File: src/rtl/icache_pkg.sv
// icache_pkg: refill state encoding and default cache geometry shared with the cache controller
package icache_pkg;
  localparam int ICACHE_ADDR_LENGTH      = 32;
  localparam int ICACHE_MMU_WRITE_LENGTH = 32;
  localparam int ICACHE_WRITE_LINE_SIZE  = 8192;
  typedef enum logic [1:0] {S_IDLE, S_FILL, S_DRAIN, S_DONE} refill_state_e;
endpackage

File: src/rtl/icache_refill.sv
// icache_refill: critical-word-first line refill with bounded outstanding memory reads
module icache_refill
  import icache_pkg::*;
#(
  parameter int ADDR_LENGTH      = ICACHE_ADDR_LENGTH,
  parameter int MMU_WRITE_LENGTH = ICACHE_MMU_WRITE_LENGTH,
  parameter int WRITE_LINE_SIZE  = ICACHE_WRITE_LINE_SIZE,
  parameter int MAX_OUTSTANDING  = 4
) (
  input  logic                        i_clk,
  input  logic                        i_rst,
  input  logic                        i_miss,
  input  logic [ADDR_LENGTH-1:0]      i_miss_addr,
  output logic                        o_busy,
  output logic                        o_done,
  output logic                        o_err,
  output logic                        o_mmu_we,
  output logic [MMU_WRITE_LENGTH-1:0] o_mmu_data,
  output logic [ADDR_LENGTH-1:0]      o_mmu_addr,
  output logic                        o_mem_req,
  output logic [ADDR_LENGTH-1:0]      o_mem_addr,
  input  logic                        i_mem_gnt,
  input  logic                        i_mem_rvalid,
  input  logic [MMU_WRITE_LENGTH-1:0] i_mem_rdata,
  input  logic                        i_mem_err
);
  localparam int WORDS = WRITE_LINE_SIZE / MMU_WRITE_LENGTH;
  localparam int OFS   = $clog2(WORDS);
  localparam int OW    = $clog2(MAX_OUTSTANDING + 1);
  refill_state_e               state_q, state_d;
  logic [ADDR_LENGTH-1:0]      base_q, base_d, waddr_q, waddr_d;
  logic [OFS-1:0]              start_q, start_d, iss_ofs, rsp_ofs;
  logic [OFS:0]                issued_q, issued_d, good_q, good_d;
  logic [OW-1:0]               outst_q, outst_d;
  logic [MMU_WRITE_LENGTH-1:0] wdata_q, wdata_d;
  logic                        we_q, launch, hs, rsp, wr, last;
  // offsets wrap inside the line so the base is never disturbed
  assign iss_ofs = start_q + issued_q[OFS-1:0];
  assign rsp_ofs = start_q + good_q[OFS-1:0];
  assign launch  = state_q == S_IDLE && i_miss;
  assign hs      = o_mem_req && i_mem_gnt;
  // responses with nothing outstanding are stale (e.g. from before a reset) and ignored
  assign rsp     = i_mem_rvalid && outst_q != '0 && (state_q == S_FILL || state_q == S_DRAIN);
  assign wr      = rsp && state_q == S_FILL && !i_mem_err;
  assign last    = wr && good_q == (OFS+1)'(WORDS - 1);
  // state register
  always_ff @(posedge i_clk or posedge i_rst) begin
    if (i_rst) state_q <= S_IDLE;
    else       state_q <= state_d;
  end
  // next-state: an error response aborts into DRAIN, the final good word completes
  always_comb begin
    state_d = state_q;
    unique case (state_q)
      S_IDLE:  state_d = i_miss ? S_FILL : S_IDLE;
      S_FILL:  state_d = rsp && i_mem_err ? S_DRAIN : last ? S_DONE : S_FILL;
      S_DRAIN: state_d = outst_q == '0 ? S_IDLE : S_DRAIN;
      default: state_d = S_IDLE;
    endcase
  end
  // outputs decoded from state and counters; address stays put until granted
  always_comb begin
    o_busy     = state_q != S_IDLE;
    o_done     = state_q == S_DONE;
    o_err      = state_q == S_DRAIN && outst_q == '0;
    o_mem_req  = state_q == S_FILL && issued_q < (OFS+1)'(WORDS) && outst_q < OW'(MAX_OUTSTANDING);
    o_mem_addr = base_q | ADDR_LENGTH'(iss_ofs);
    o_mmu_we   = we_q;
    o_mmu_data = wdata_q;
    o_mmu_addr = waddr_q;
  end
  // counter and write-port next values
  always_comb begin
    base_d   = launch ? {i_miss_addr[ADDR_LENGTH-1:OFS], OFS'(0)} : base_q;
    start_d  = launch ? i_miss_addr[OFS-1:0] : start_q;
    issued_d = launch ? '0 : issued_q + (OFS+1)'(hs);
    good_d   = launch ? '0 : good_q + (OFS+1)'(wr);
    outst_d  = outst_q + OW'(hs) - OW'(rsp);
    waddr_d  = wr ? base_q | ADDR_LENGTH'(rsp_ofs) : waddr_q;
    wdata_d  = wr ? i_mem_rdata : wdata_q;
  end
  // datapath registers, all cleared by reset so no pre-reset write can escape
  always_ff @(posedge i_clk or posedge i_rst) begin
    if (i_rst) begin
      base_q   <= '0;
      start_q  <= '0;
      issued_q <= '0;
      good_q   <= '0;
      outst_q  <= '0;
      we_q     <= 1'b0;
      waddr_q  <= '0;
      wdata_q  <= '0;
    end else begin
      base_q   <= base_d;
      start_q  <= start_d;
      issued_q <= issued_d;
      good_q   <= good_d;
      outst_q  <= outst_d;
      we_q     <= wr;
      waddr_q  <= waddr_d;
      wdata_q  <= wdata_d;
    end
  end
endmodule
File: config.mk
export PLATFORM = sky130hd
export DESIGN_NAME = icache_refill
export DESIGN_NICKNAME = d
export VERILOG_FILES = /design/src/rtl/icache_pkg.sv /design/src/rtl/icache_refill.sv
export SDC_FILE = /design/constraint.sdc
export NUM_CORES = 1
export LEC_CHECK = 0
export ABC_AREA = 1
export BUFFER_PORTS_ARGS = -buffer_cell sky130_fd_sc_hd__clkbuf_2
export CORE_ASPECT_RATIO = 1.25
export CORE_MARGIN = 1.5
export CORE_UTILIZATION = 50
export CTS_BUF_LIST = sky130_fd_sc_hd__clkbuf_8 sky130_fd_sc_hd__clkbuf_16
export DETAILED_ROUTE_END_ITERATION = 8
export HOLD_SLACK_MARGIN = 0.02
export PLACE_DENSITY = 0.78
export SYNTH_ARGS = -nofsm -noshare
export SYNTH_HDL_FRONTEND = slang
export SYNTH_SLANG_ARGS = --single-unit
File: constraint.sdc
create_clock -name i_clk -period 4.65 [get_ports i_clk]
set_clock_uncertainty 0.2 [all_clocks]
set_input_delay 0.2325 -clock i_clk [delete_from_list [all_inputs] [get_ports i_clk]]
set_output_delay 0.2325 -clock i_clk [all_outputs]
set_load 0.01 [all_outputs]
======== Word level (Yosys, flattened, before mapping) ========
Cells that the tools add are included.
word-level totals
  flip-flop bits (word level) ............. 120
  bits of input ports ..................... 70
  output and inout port bits .............. 101
  logic and storage cells ................. 47
cells by class
  add/subtract/negate cells ............... 6
  order comparisons ....................... 2
  equality and inequality tests ........... 4
  multiplexer cells ....................... 7
  bitwise logic cells ..................... 2
  reduce and logical (&&, ||, !) cells .... 17
operators with widths
  cell                  number
  $or A32 B8 Y32        2
  $add A9 B1 Y9         2
  $mux W9               2
  $add A8 B8 Y8         2
  $logic_and A1 B1 Y1   11
  $eq A9 B8 Y1 const B  1
  $lt A9 B9 Y1 const B  1
  $mux W2               3
  $pmux W2 S3           1
  $eq A2 B2 Y1 const B  2
  $add A3 B1 Y3         1
  $logic_not A3 Y1      1
  $lt A3 B3 Y1 const B  1
  $reduce_bool A3 Y1    1
  $sub A3 B1 Y3         1
  $eq A2 B1 Y1 const B  1
  $logic_not A2 Y1      1
  $reduce_bool A2 Y1    1
  $logic_not A1 Y1      1
  $logic_or A1 B1 Y1    1
  $mux W1               1

======== Depth between registers and ports, before layout ========
Gate-level depths: netlist (run 1).
  depth after elaboration ................. 9
  gate-level depth with buffers ........... 15
  mapped depth without buffers ............ 14

======== Worst setup path before layout (run 1) ========
No wires, ideal clock.
  path type ............................... register to register
  start point ............................. reg state_q[0]
  end point ............................... reg good_q[6]
  library setup time ...................... 78 ps
  arrival time ............................ 2,197 ps
  required time ........................... 4,372 ps
  slack ................................... 2,175 ps
  cell stages (with the launch flop) ...... 16
  path buffers ............................ 1
  clock period less this slack ............ 2,475 ps
  path through ............................ dfrtp_1 > inv_1 > ha_1 > nand2_1 > inv_1 > nand2_1 > nor3_4 > buf_2 > ha_1 > ha_1 > nand2_1 > nor2_1 > inv_1 > nor2_1 > o21ai_0 > a21oi_1
on the way
  longest elaborated chain between the ends .. 7
  elaborated cells on any way between the ends .. 10
  those cells by class .................... 1 x add/sub; 2 x eq/ne; 1 x mux; 6 x reduce/logical
ends and longest elaborated chain
  element                                       line                                      RTL
  from (decl)                                   icache_refill.sv:30                       refill_state_e state_q, state_d;
  from (signal assigned)                        icache_refill.sv:49                       else state_q <= state_d;
  $eq A2 B1 Y1 or $eq A2 B2 Y1 (tied branches)  icache_refill.sv:43, icache_refill.sv:44
  $logic_or A1 B1 Y1                            icache_refill.sv:43                       assign rsp = i_mem_rvalid && outst_q != '0 && (state_q == S_FILL || state_q == S_DRAIN);
  $logic_and A1 B1 Y1                           icache_refill.sv:43
  $logic_and A1 B1 Y1 * (2 in series)           icache_refill.sv:44                       assign wr = rsp && state_q == S_FILL && !i_mem_err;
  named net wr                                  icache_refill.sv:36                       logic we_q, launch, hs, rsp, wr, last;
  $add A9 B1 Y9 *                               icache_refill.sv:77                       good_d = launch ? '0 : good_q + (OFS+1)'(wr);
  $mux W9 *                                     icache_refill.sv:77
  named net good_d[6]                           icache_refill.sv:33                       logic [OFS:0] issued_q, issued_d, good_q, good_d;
  to (signal assigned)                          icache_refill.sv:97                       good_q <= good_d;
  to (decl)                                     icache_refill.sv:33
Mark *: on every way through the listed nets, which the timed path passes. The rest lies on a longest branch.
A chain may end at the register's enable or synchronous reset.

======== Worst setup path in the final report (run 1) ========
  start point ............................. reg state_q[1]
  end point ............................... reg good_q[6]
on the way
  longest elaborated chain between the ends .. 7
  elaborated cells on any way between the ends .. 10
  those cells by class .................... 1 x add/sub; 2 x eq/ne; 1 x mux; 6 x reduce/logical
ends and longest elaborated chain
  element                                       line
  $eq A2 B1 Y1 or $eq A2 B2 Y1 (tied branches)  icache_refill.sv:43, icache_refill.sv:44
  $logic_or A1 B1 Y1                            icache_refill.sv:43
  $logic_and A1 B1 Y1                           icache_refill.sv:43
  $logic_and A1 B1 Y1 (2 in series)             icache_refill.sv:44
  $add A9 B1 Y9                                 icache_refill.sv:77
  $mux W9 *                                     icache_refill.sv:77
  named net good_d[6]                           icache_refill.sv:33
Marks and branches as above.

==> results of run 1 <==
==> cell usage in the layout, fill, tap and decap left out, types with 4 or more instances in the layout <==
| master | n |
|---|---|
| clkbuf_2 | 170 |
| buf_4 | 4 |
| a21oi_1 | 17 |
| ha_1 | 24 |
| nor3_1 | 8 |
| o21ai_0 | 33 |
| xor2_1 | 6 |
| bufinv_16 | 5 |
| nor2_1 | 27 |
| dfrtp_1 | 120 |
| nand2_1 | 244 |
| xnor2_1 | 4 |
| clkbuf_16 | 17 |
| inv_1 | 65 |
| nand3_1 | 18 |
| dlygate4sd3_1 | 66 |
| nand3b_1 | 4 |
| o21ai_1 | 20 |
==> power groups by stage <==
stage	clock [mW]	combinational (mW)	sequential, mW
after CTS	1.47	1.77	1.77
after detailed placement	0	1.70	1.78
after global routing	1.52	2.01	1.83
final	1.45	1.78	1.79
after floorplan	0	0.882	1.90
after global placement	0	1.64	1.76
==> state kept, by name (all words and copies together), names as in the netlist <==
name        count
base_q         24
good_q          9
issued_q        9
o_mmu_addr     32
o_mmu_data     32
o_mmu_we        1
outst_q         3
start_q         8
state_q         2
==> final timing paths <==
path	from	to	cells past startpoint
worst max-delay path	state_q[1]$_DFF_PP0_	good_q[6]$_DFF_PP0_	15
worst min-delay path	i_mem_gnt	issued_q[0]$_DFF_PP0_	6
worst max register to register	state_q[1]$_DFF_PP0_	good_q[6]$_DFF_PP0_	15
worst min register to register	o_mmu_data[3]$_DFFE_PP0P_	o_mmu_data[3]$_DFFE_PP0P_	2
max in group asynchronous	i_rst	o_mmu_addr[29]$_DFFE_PP0P_	4
min in group asynchronous	i_rst	o_mmu_data[10]$_DFFE_PP0P_	3
==> kinds of logic after synthesis <==
family	after synthesis	share of synthesized area [%]
buf+inv	90	6.76
fa+ha+maj	27	6.62
compound gates	77	7.38
flops	120	55.1
xor+xnor	10	1.61
simple gates	307	22.5
==> metal layers <==
metal  track usage (%)  vias to the layer above  routed length, um
li1                  -                     2453                  -
met1              29.8                     2394               5510
met2              45.2                      195               7580
met3              5.83                       57                767
met4              13.8                        0                608
met5                 0                        -                  0
==> timing repair <==
action                                 4_1_cts  5_1_grt
resized for setup                            0        0
hold buffers                                66        0
endpoints found under the hold margin      148        0
setup buffers                                0        0
==> final cells by class <==
| class | count | area [um2] | share of cell area, % |
|---|---|---|---|
| timing repair buffer | 240 | 1540 | 20.0 |
| sequential | 120 | 3000 | 39.0 |
| inverter | 68 | 258 | 3.35 |
| antenna | 1 | 2.50 | 0.0325 |
| tap | 132 | 165 | 2.14 |
| clock inverter | 14 | 220 | 2.86 |
| multi-input combinational | 421 | 2070 | 26.9 |
| clock buffer | 18 | 439 | 5.70 |
==> worst reg2reg max path, stage by stage, from the launching register on <==
cell     delay, ps
dfrtp_1        380
inv_1           70
ha_1           270
nand2_1         50
inv_1           50
nand2_1        120
nor3_4         130
buf_4          400
ha_1           260
ha_1           170
nand2_1         80
nor2_1         250
inv_1           80
nor2_1         140
o21ai_0        110
a21oi_1        170
==> out/metrics.csv, run 1 <==
stage,metric,value,unit
outcome,outcome,"finished, final reports clean",
timing,fin_ws,1640,ps
worst_setup_path,crit_chain,inv_1 > ha_1 > nand2_1 > inv_1 > nand2_1 > nor3_4 > buf_4 > ha_1 > ha_1 > nand2_1 > nor2_1 > inv_1 > nor2_1 > o21ai_0 > a21oi_1,
layout,final_util,72.6,%
clocking,cts_tree,done,
yosys,ys_top_cells_by_count,"nand2_1 (244), dfrtp_1 (120), inv_1 (66)",
pwr,seqPwrFrac,35.6,%
clocking,insertion_delay,400,ps
clocking,clkSinkCount,120,
worst_setup_path,worstSetupPathType,register to register,
worst_setup_path,critPathArrivalTime,3140,ps
layout,areaGrowthSynthToFinish,41.5,%
grt,antenna_found_initial,1,
grt,grt_pass1_wl,23400,um
route,drt_wl_total,14500,um
timing,finalCritPeriodShare,64.8,%
yosys,synth-main-ff-cell,dfrtp_1,
route,dr_total_vias,5099,
yosys,netlist_instances,631,
timing,setup_viol,0,
worst_setup_path,crit_path_start_kind,register,
pwr,clock_power_share,29.0,%
yosys,syn_area,5450,um2
timing,period_minus_slack,3010,ps
timing,finalSetupTns,0,ps
worst_setup_path,slowest_delay,400,ps
worst_setup_path,critPathCaptureType,register,
yosys,syn_nets,728,
timing,max_freq,0.332,GHz
place,dp.cells,915,
worst_setup_path,cp.required,4780,ps
hold_path,hp-class,primary input to register,
floorplan,coreArea,10600,um2
worst_setup_path,cp_max_fo,43,
floorplan,die_h,120,um
yosys,async_reset_ff_share,100,%
worst_setup_path,reg2reg_slack,1640,ps
grt,grt_max_degree,85,
grt,grt_overflow_total,0,
run,max-cap-violations,0,
yosys,synth_edf_count,0,
route,first_pass_iters,5,
timing,hold_viol,0,
clocking,cts_buffers,17,
yosys,yosys_warnings,0,
yosys,post-synth-top-count-cell,nand2_1,
timing,max_slew_margin,34.0,%
yosys,seq_area_frac_synth,55.1,%
clocking,path_clk_slew,60,ps
place,pre_cts_ws,1710,ps
floorplan,fp.dieW,96.3,um
pwr,switchingPower,1.86,mW
place,dpl_cell_area,6380,um2
yosys,synth_top_area_share,55.1,%
yosys,synth_area_per_cell,8.63,um2
timing,tightest_slew,991,ps
yosys,yosys.area.top_type,dfrtp_1,
worst_setup_path,critPathTopFamily,simple AND/OR/NAND/NOR gates,
place,gp_congestion,0.852,
grt,grt_pass1_vias,5156,
floorplan,ios,171,
timing,hold_ws,101,ps
pwr,power.density,651,nW/um2
grt,grt_use_total,26.3,%
clocking,ctsRootBufferMaster,clkbuf_16,
worst_setup_path,critPathSlowestCell,buf_4,
pwr,total_power,5.01,mW
place,dp_hpwl,8970,um
floorplan,die_area,11500,um2
timing,maxSlewViolCount,0,
layout,fill_cells,742,
route,viasPerCell,5.03,
layout,drive_gt1_share,23.8,%
route,wire_per_inst,14.3,um
route,drtAntennaViolNets,0,
clocking,cts_max_level,4,
timing,rsz0062_at_grt,no,
yosys,ys_seq_elements,120,
pwr,vdd_ir_drop_max,347,uV
yosys,synth_cell_types,29,
pwr,p_comb_share,35.4,%
yosys,synth_area_leaders,"dfrtp_1 (55%), nand2_1 (17%), ha_1 (5.5%)",
floorplan,num_rows,42,
pwr,p_int,3.15,mW
pwr,p_leak,4.27,nW
place,port_buffers,170,
layout,fin_nets,965,
layout,design_area,7700,um2
pwr,sw_frac_of_total,37.2,%
clocking,clock_path_buffers,2,
route,drc,0,
route,dr.first_iter.drc_count,253,
worst_setup_path,crit_buf_inv,4,
layout,stdcell_count,1014,
floorplan,initial_core_util,51.3,%
Note: power is estimated with default switching activity, not from simulation.
==> run 2: changes to the inputs <==
Clock period 4.65 ns to 3.1 ns, I/O delays scaled along.
==> out/metrics.csv, run 2 (same netlist as run 1, synthesis figures left out) <==
stage,metric,value,unit
outcome,outcome,"finished, final reports clean",
pwr,vdd_ir_drop_max,546,uV
worst_setup_path,crit_buf_inv,3,
place,pre_cts_ws,537,ps
grt,grt_use_total,25.2,%
floorplan,ios,171,
grt,grt_pass1_vias,4852,
floorplan,die_h,120,um
worst_setup_path,slowest_delay,400,ps
pwr,p_leak,4.26,nW
hold_path,min-delay-start,i_mem_gnt,
timing,max_freq,0.391,GHz
floorplan,fp.dieW,96.3,um
layout,fin_nets,967,
place,dp.cells,917,
timing,hold_ws,52.3,ps
worst_setup_path,critPathCaptureType,register,
clocking,post_cts_resized,0,
route,dr.first_iter.drc_count,275,
clocking,clkSinkCount,120,
pwr,total_power,7.23,mW
clocking,cts_buffers,17,
floorplan,die_area,11500,um2
worst_setup_path,crit_path_start_kind,register,
place,gp_congestion,0.872,
layout,drive_gt1_share,23.7,%
route,drtAntennaViolNets,0,
place,dpl_cell_area,6410,um2
worst_setup_path,crit_chain,inv_1 > ha_1 > inv_1 > nor3_1 > nand2_1 > ha_1 > inv_1 > ha_1 > fa_1 > xor2_1,
timing,fin_ws,541,ps
floorplan,num_rows,42,
clocking,cts_max_level,4,
timing,hold_viol,0,
worst_setup_path,critPathTopFamily,adder cells,
worst_setup_path,reg2reg_slack,540,ps
layout,final_cell_mix,"nand2_1 (244), clkbuf_2 (170), dfrtp_1 (120), inv_1 (68), dlygate4sd3_1 (66)",
route,first_pass_iters,5,
worst_setup_path,cp.required,3180,ps
timing,period_minus_slack,2560,ps
timing,max_slew_margin,59.4,%
route,dr_total_vias,5055,
clocking,insertion_delay,400,ps
clocking,ctsRootBufferMaster,clkbuf_16,
grt,grt_pass1_wl,22100,um
hold_path,hp-class,primary input to register,
grt,grt_max_degree,121,
route,wire_per_inst,13.8,um
worst_setup_path,cp_max_fo,3,
layout,design_area,7650,um2
floorplan,initial_core_util,51.3,%
grt,antenna_found_initial,2,
route,viasPerCell,4.97,
grt,grt_overflow_total,0,
clocking,cts_tree,done,
clocking,ctsHoldBuffers,66,
layout,final_util,72.1,%
pwr,power.density,944,nW/um2
timing,setup_viol,0,
place,port_buffers,170,
clocking,path_clk_slew,50,ps
worst_setup_path,worstSetupPathType,register to register,
run,max-cap-violations,0,
layout,final_common_cell,nand2_1,
place,dp_hpwl,8980,um
timing,rsz0062_at_grt,no,
worst_setup_path,crit_path_start,state_q[1]$_DFF_PP0_,
timing,maxSlewViolCount,0,
floorplan,coreArea,10600,um2
timing,tightest_slew,609,ps
layout,stdcell_count,1017,
clocking,clock_path_buffers,2,
timing,finalCritPeriodShare,82.6,%
clocking,cts_setup_buffers,0,
worst_setup_path,critPathArrivalTime,2630,ps
layout,areaGrowthSynthToFinish,40.5,%
route,drt_wl_total,14100,um
worst_setup_path,reg2reg_from,state_q[1]$_DFF_PP0_,
route,drc,0,
worst_setup_path,critPathSlowestCell,dfrtp_1,
timing,finalSetupTns,0,ps
==> run 2: cell types whose count changed in the layout (fill, tap and decap cells not counted), sizes merged <==
cell and delta:
clkinvlp +1, clkbuf +2, clkinv +1, diode +1, bufinv -3, buf +2
inv -1
==> run 2: worst paths after layout <==
path	endpoint	cells after the start
hold reg to reg	o_mmu_addr[29]$_DFFE_PP0P_	2
hold / removal	issued_q[0]$_DFF_PP0_	6
setup reg to reg	outst_q[2]$_DFF_PP0_	10
setup / recovery	outst_q[2]$_DFF_PP0_	10
min in group asynchronous	base_q[26]$_DFFE_PP0P_	4
max in group asynchronous	good_q[5]$_DFF_PP0_	4
==> run 2: where the power goes <==
part	internal [mW]	total [mW]	leakage (nW)	switching [mW]
Sequential	2.22	2.66	1.54	0.432
Combinational	1.06	2.69	2.42	1.62
Clock	1.23	1.88	0.299	0.654
==> run 2: layout make-up <==
cell class / instances / area, um2
clock inverters: 12 / 109
diodes: 2 / 5.00
inverters: 68 / 259
well taps: 132 / 165
repair buffers: 242 / 1570
multi-input cells: 421 / 2070
clock buffers: 20 / 467
flip-flops and latches: 120 / 3000
fillers: 756 / 2960
==> run 2: routing by layer <==
metal | track usage (%) | share of wire [%]
met3 | 6.59 | 5.7
met4 | 13.3 | 4.5
met2 | 43.2 | 52
met1 | 28.0 | 37
met5 | 0 | 0
==> run 2: worst min-delay path, stage by stage <==
cell and delay, ps:
clkbuf_2 90, nand2_1 70, inv_1 70, ha_1 110
inv_1 30, nor2_1 90
==> run 3: changes to the inputs <==
Clock period 3.1 ns to 2.68 ns, I/O delays scaled along.
==> out/metrics.csv, run 3 (same netlist as run 1, synthesis figures left out) <==
stage,metric,value,unit
route,wire_per_inst,14.6,um
pwr,vdd_ir_drop_max,1020,uV
grt,grt_pass1_wl,23200,um
route,dr_total_vias,5121,
clocking,insertion_delay,410,ps
floorplan,coreArea,10600,um2
timing,finalCritPeriodShare,93.4,%
timing,max_freq,0.399,GHz
floorplan,ios,171,
place,dp.cells,919,
worst_setup_path,cp.required,2810,ps
layout,final_common_cell,nand2_1,
grt,antenna_found_initial,1,
route,drc,0,
hold_path,hp-class,primary input to register,
layout,stdcell_count,1021,
route,drt_wl_total,14900,um
floorplan,die_h,120,um
layout,final_cell_mix,"nand2_1 (243), clkbuf_2 (170), dfrtp_1 (120), dlygate4sd3_1 (67), inv_1 (66)",
worst_setup_path,slowest_delay,380,ps
worst_setup_path,r2r_cells,14,
grt,grt_use_total,26.4,%
route,viasPerCell,5.02,
worst_setup_path,crit_path_start,state_q[1]$_DFF_PP0_,
layout,fill_cells,742,
place,dpl_cell_area,6450,um2
route,first_pass_iters,5,
worst_setup_path,critPathCaptureType,register,
timing,max_slew_margin,40.7,%
place,dp_hpwl,9190,um
worst_setup_path,crit_path_start_kind,register,
layout,drive_gt1_share,24.8,%
floorplan,num_rows,42,
timing,maxSlewViolCount,0,
timing,hold_ws,22.3,ps
worst_setup_path,timing.rr.end,good_q[6]$_DFF_PP0_,
worst_setup_path,cp_max_fo,5,
floorplan,die_area,11500,um2
place,gp_congestion,0.870,
worst_setup_path,reg2reg_slack,180,ps
clocking,clock_path_buffers,2,
run,max-cap-violations,0,
layout,areaGrowthSynthToFinish,42.7,%
grt,grt_pass1_vias,5126,
place,port_buffers,170,
worst_setup_path,worstSetupPathType,register to register,
layout,design_area,7770,um2
timing,hold_viol,0,
floorplan,initial_core_util,51.3,%
outcome,outcome,"finished, final reports clean",
grt,grt_overflow_total,0,
floorplan,fp.dieW,96.3,um
worst_setup_path,critPathSlowestCell,dfrtp_1,
worst_setup_path,reg2reg_from,state_q[1]$_DFF_PP0_,
layout,final_util,73.2,%
grt,grt_max_degree,63,
clocking,cts_tree,done,
worst_setup_path,crit_path_end,good_q[6]$_DFF_PP0_,
layout,fin_nets,972,
clocking,cts_buffers,17,
timing,tightest_slew,888,ps
pwr,power.density,1100,nW/um2
worst_setup_path,critPathArrivalTime,2630,ps
route,dr.first_iter.drc_count,217,
timing,setup_viol,0,
clocking,path_clk_slew,50,ps
pwr,p_leak,4.29,nW
clocking,cts_max_level,4,
worst_setup_path,crit_chain,inv_1 > ha_1 > nand2_1 > inv_1 > nand2_2 > nor3_4 > ha_2 > ha_1 > nand2_1 > nor2_4 > inv_1 > nor2_1 > o21ai_0 > a21oi_1,
clocking,ctsRootBufferMaster,clkbuf_16,
timing,period_minus_slack,2500,ps
route,drtAntennaViolNets,0,
clocking,clkSinkCount,120,
worst_setup_path,cpMostUsedCell,inv_1,
run 3: cell types whose count changed in the layout (fill, tap and decap cells not counted), moves of 2 or more:
| cell | previous run | this run |
|---|---|---|
| clkinv_4 | 0 | 6 |
| inv_1 | 68 | 66 |
| nor2_4 | 0 | 2 |
| nor2_1 | 27 | 25 |
| buf_4 | 5 | 7 |
| buf_12 | 1 | 3 |
| clkinv_2 | 6 | 2 |
| clkbuf_8 | 3 | 0 |
run 3: what timing repair did:
action,in CTS,in global routing
hold buffers,67,0
setup buffers,0,2
endpoints found under the setup margin,0,5
hold endpoints to repair,106,0
gates resized for setup,0,7
run 3: report_power, final:
part | leakage (nW) | switching, mW | internal, mW | total [mW]
registers | 1.54 | 0.517 | 2.57 | 3.09
logic | 2.46 | 1.91 | 1.26 | 3.17
clock network | 0.295 | 0.846 | 1.46 | 2.31
run 3: per-stage QoR:
step           worst slack [ps]  setup TNS, ps  power (mW)
2_1_floorplan               205              0        4.82
3_3_place_gp                351              0        5.94
3_5_place_dp               23.8              0        6.09
4_1_cts                    16.1              0        8.52
5_1_grt                   -42.0          -69.4        9.15
6_report                    176              0        8.57
run 3: critical path: cells and delay by family (launching register included):
kind	cells	cell delay [ps]
AND/OR/NAND/NOR	6	750
adder cells (fa/ha/maj)	3	670
flip-flops	1	380
AO/OA/AOI/OAI	2	230
buffers and inverters	3	200
run 3: layout make-up:
cell class | instances | area (um2) | area share [%]
flip-flops and latches | 120 | 3000 | 38.7
multi-input cells | 421 | 2100 | 27.0
repair buffers | 247 | 1630 | 21.0
clock buffers | 17 | 425 | 5.48
inverters | 68 | 259 | 3.33
clock inverters | 15 | 180 | 2.32
well taps | 132 | 165 | 2.13
diodes | 1 | 2.50 | 0.0322
run 3: worst min-delay path by stage:
stage | endpoint | slack (ps) | cells past startpoint | start
2_1_floorplan | base_q[28]$_DFFE_PP0P_ | 40 | 2 | i_miss_addr[28]
3_3_place_gp | base_q[26]$_DFFE_PP0P_ | 130 | 2 | i_rst
3_5_place_dp | base_q[22]$_DFFE_PP0P_ | 140 | 2 | i_rst
4_1_cts | good_q[2]$_DFF_PP0_ | 20 | 5 | i_miss
5_1_grt | issued_q[8]$_DFF_PP0_ | 70 | 5 | i_miss
6_report | state_q[1]$_DFF_PP0_ | 20 | 7 | i_mem_rvalid
run 3: layer usage:
metal | GRT usage, % | routed length, um | up-vias
met1 | 27.9 | 5510 | 2445
met3 | 6.84 | 771 | 47
met4 | 13.7 | 558 | 0
li1 | - | - | 2456
met2 | 47.0 | 8030 | 173
met5 | 0 | 0 | -
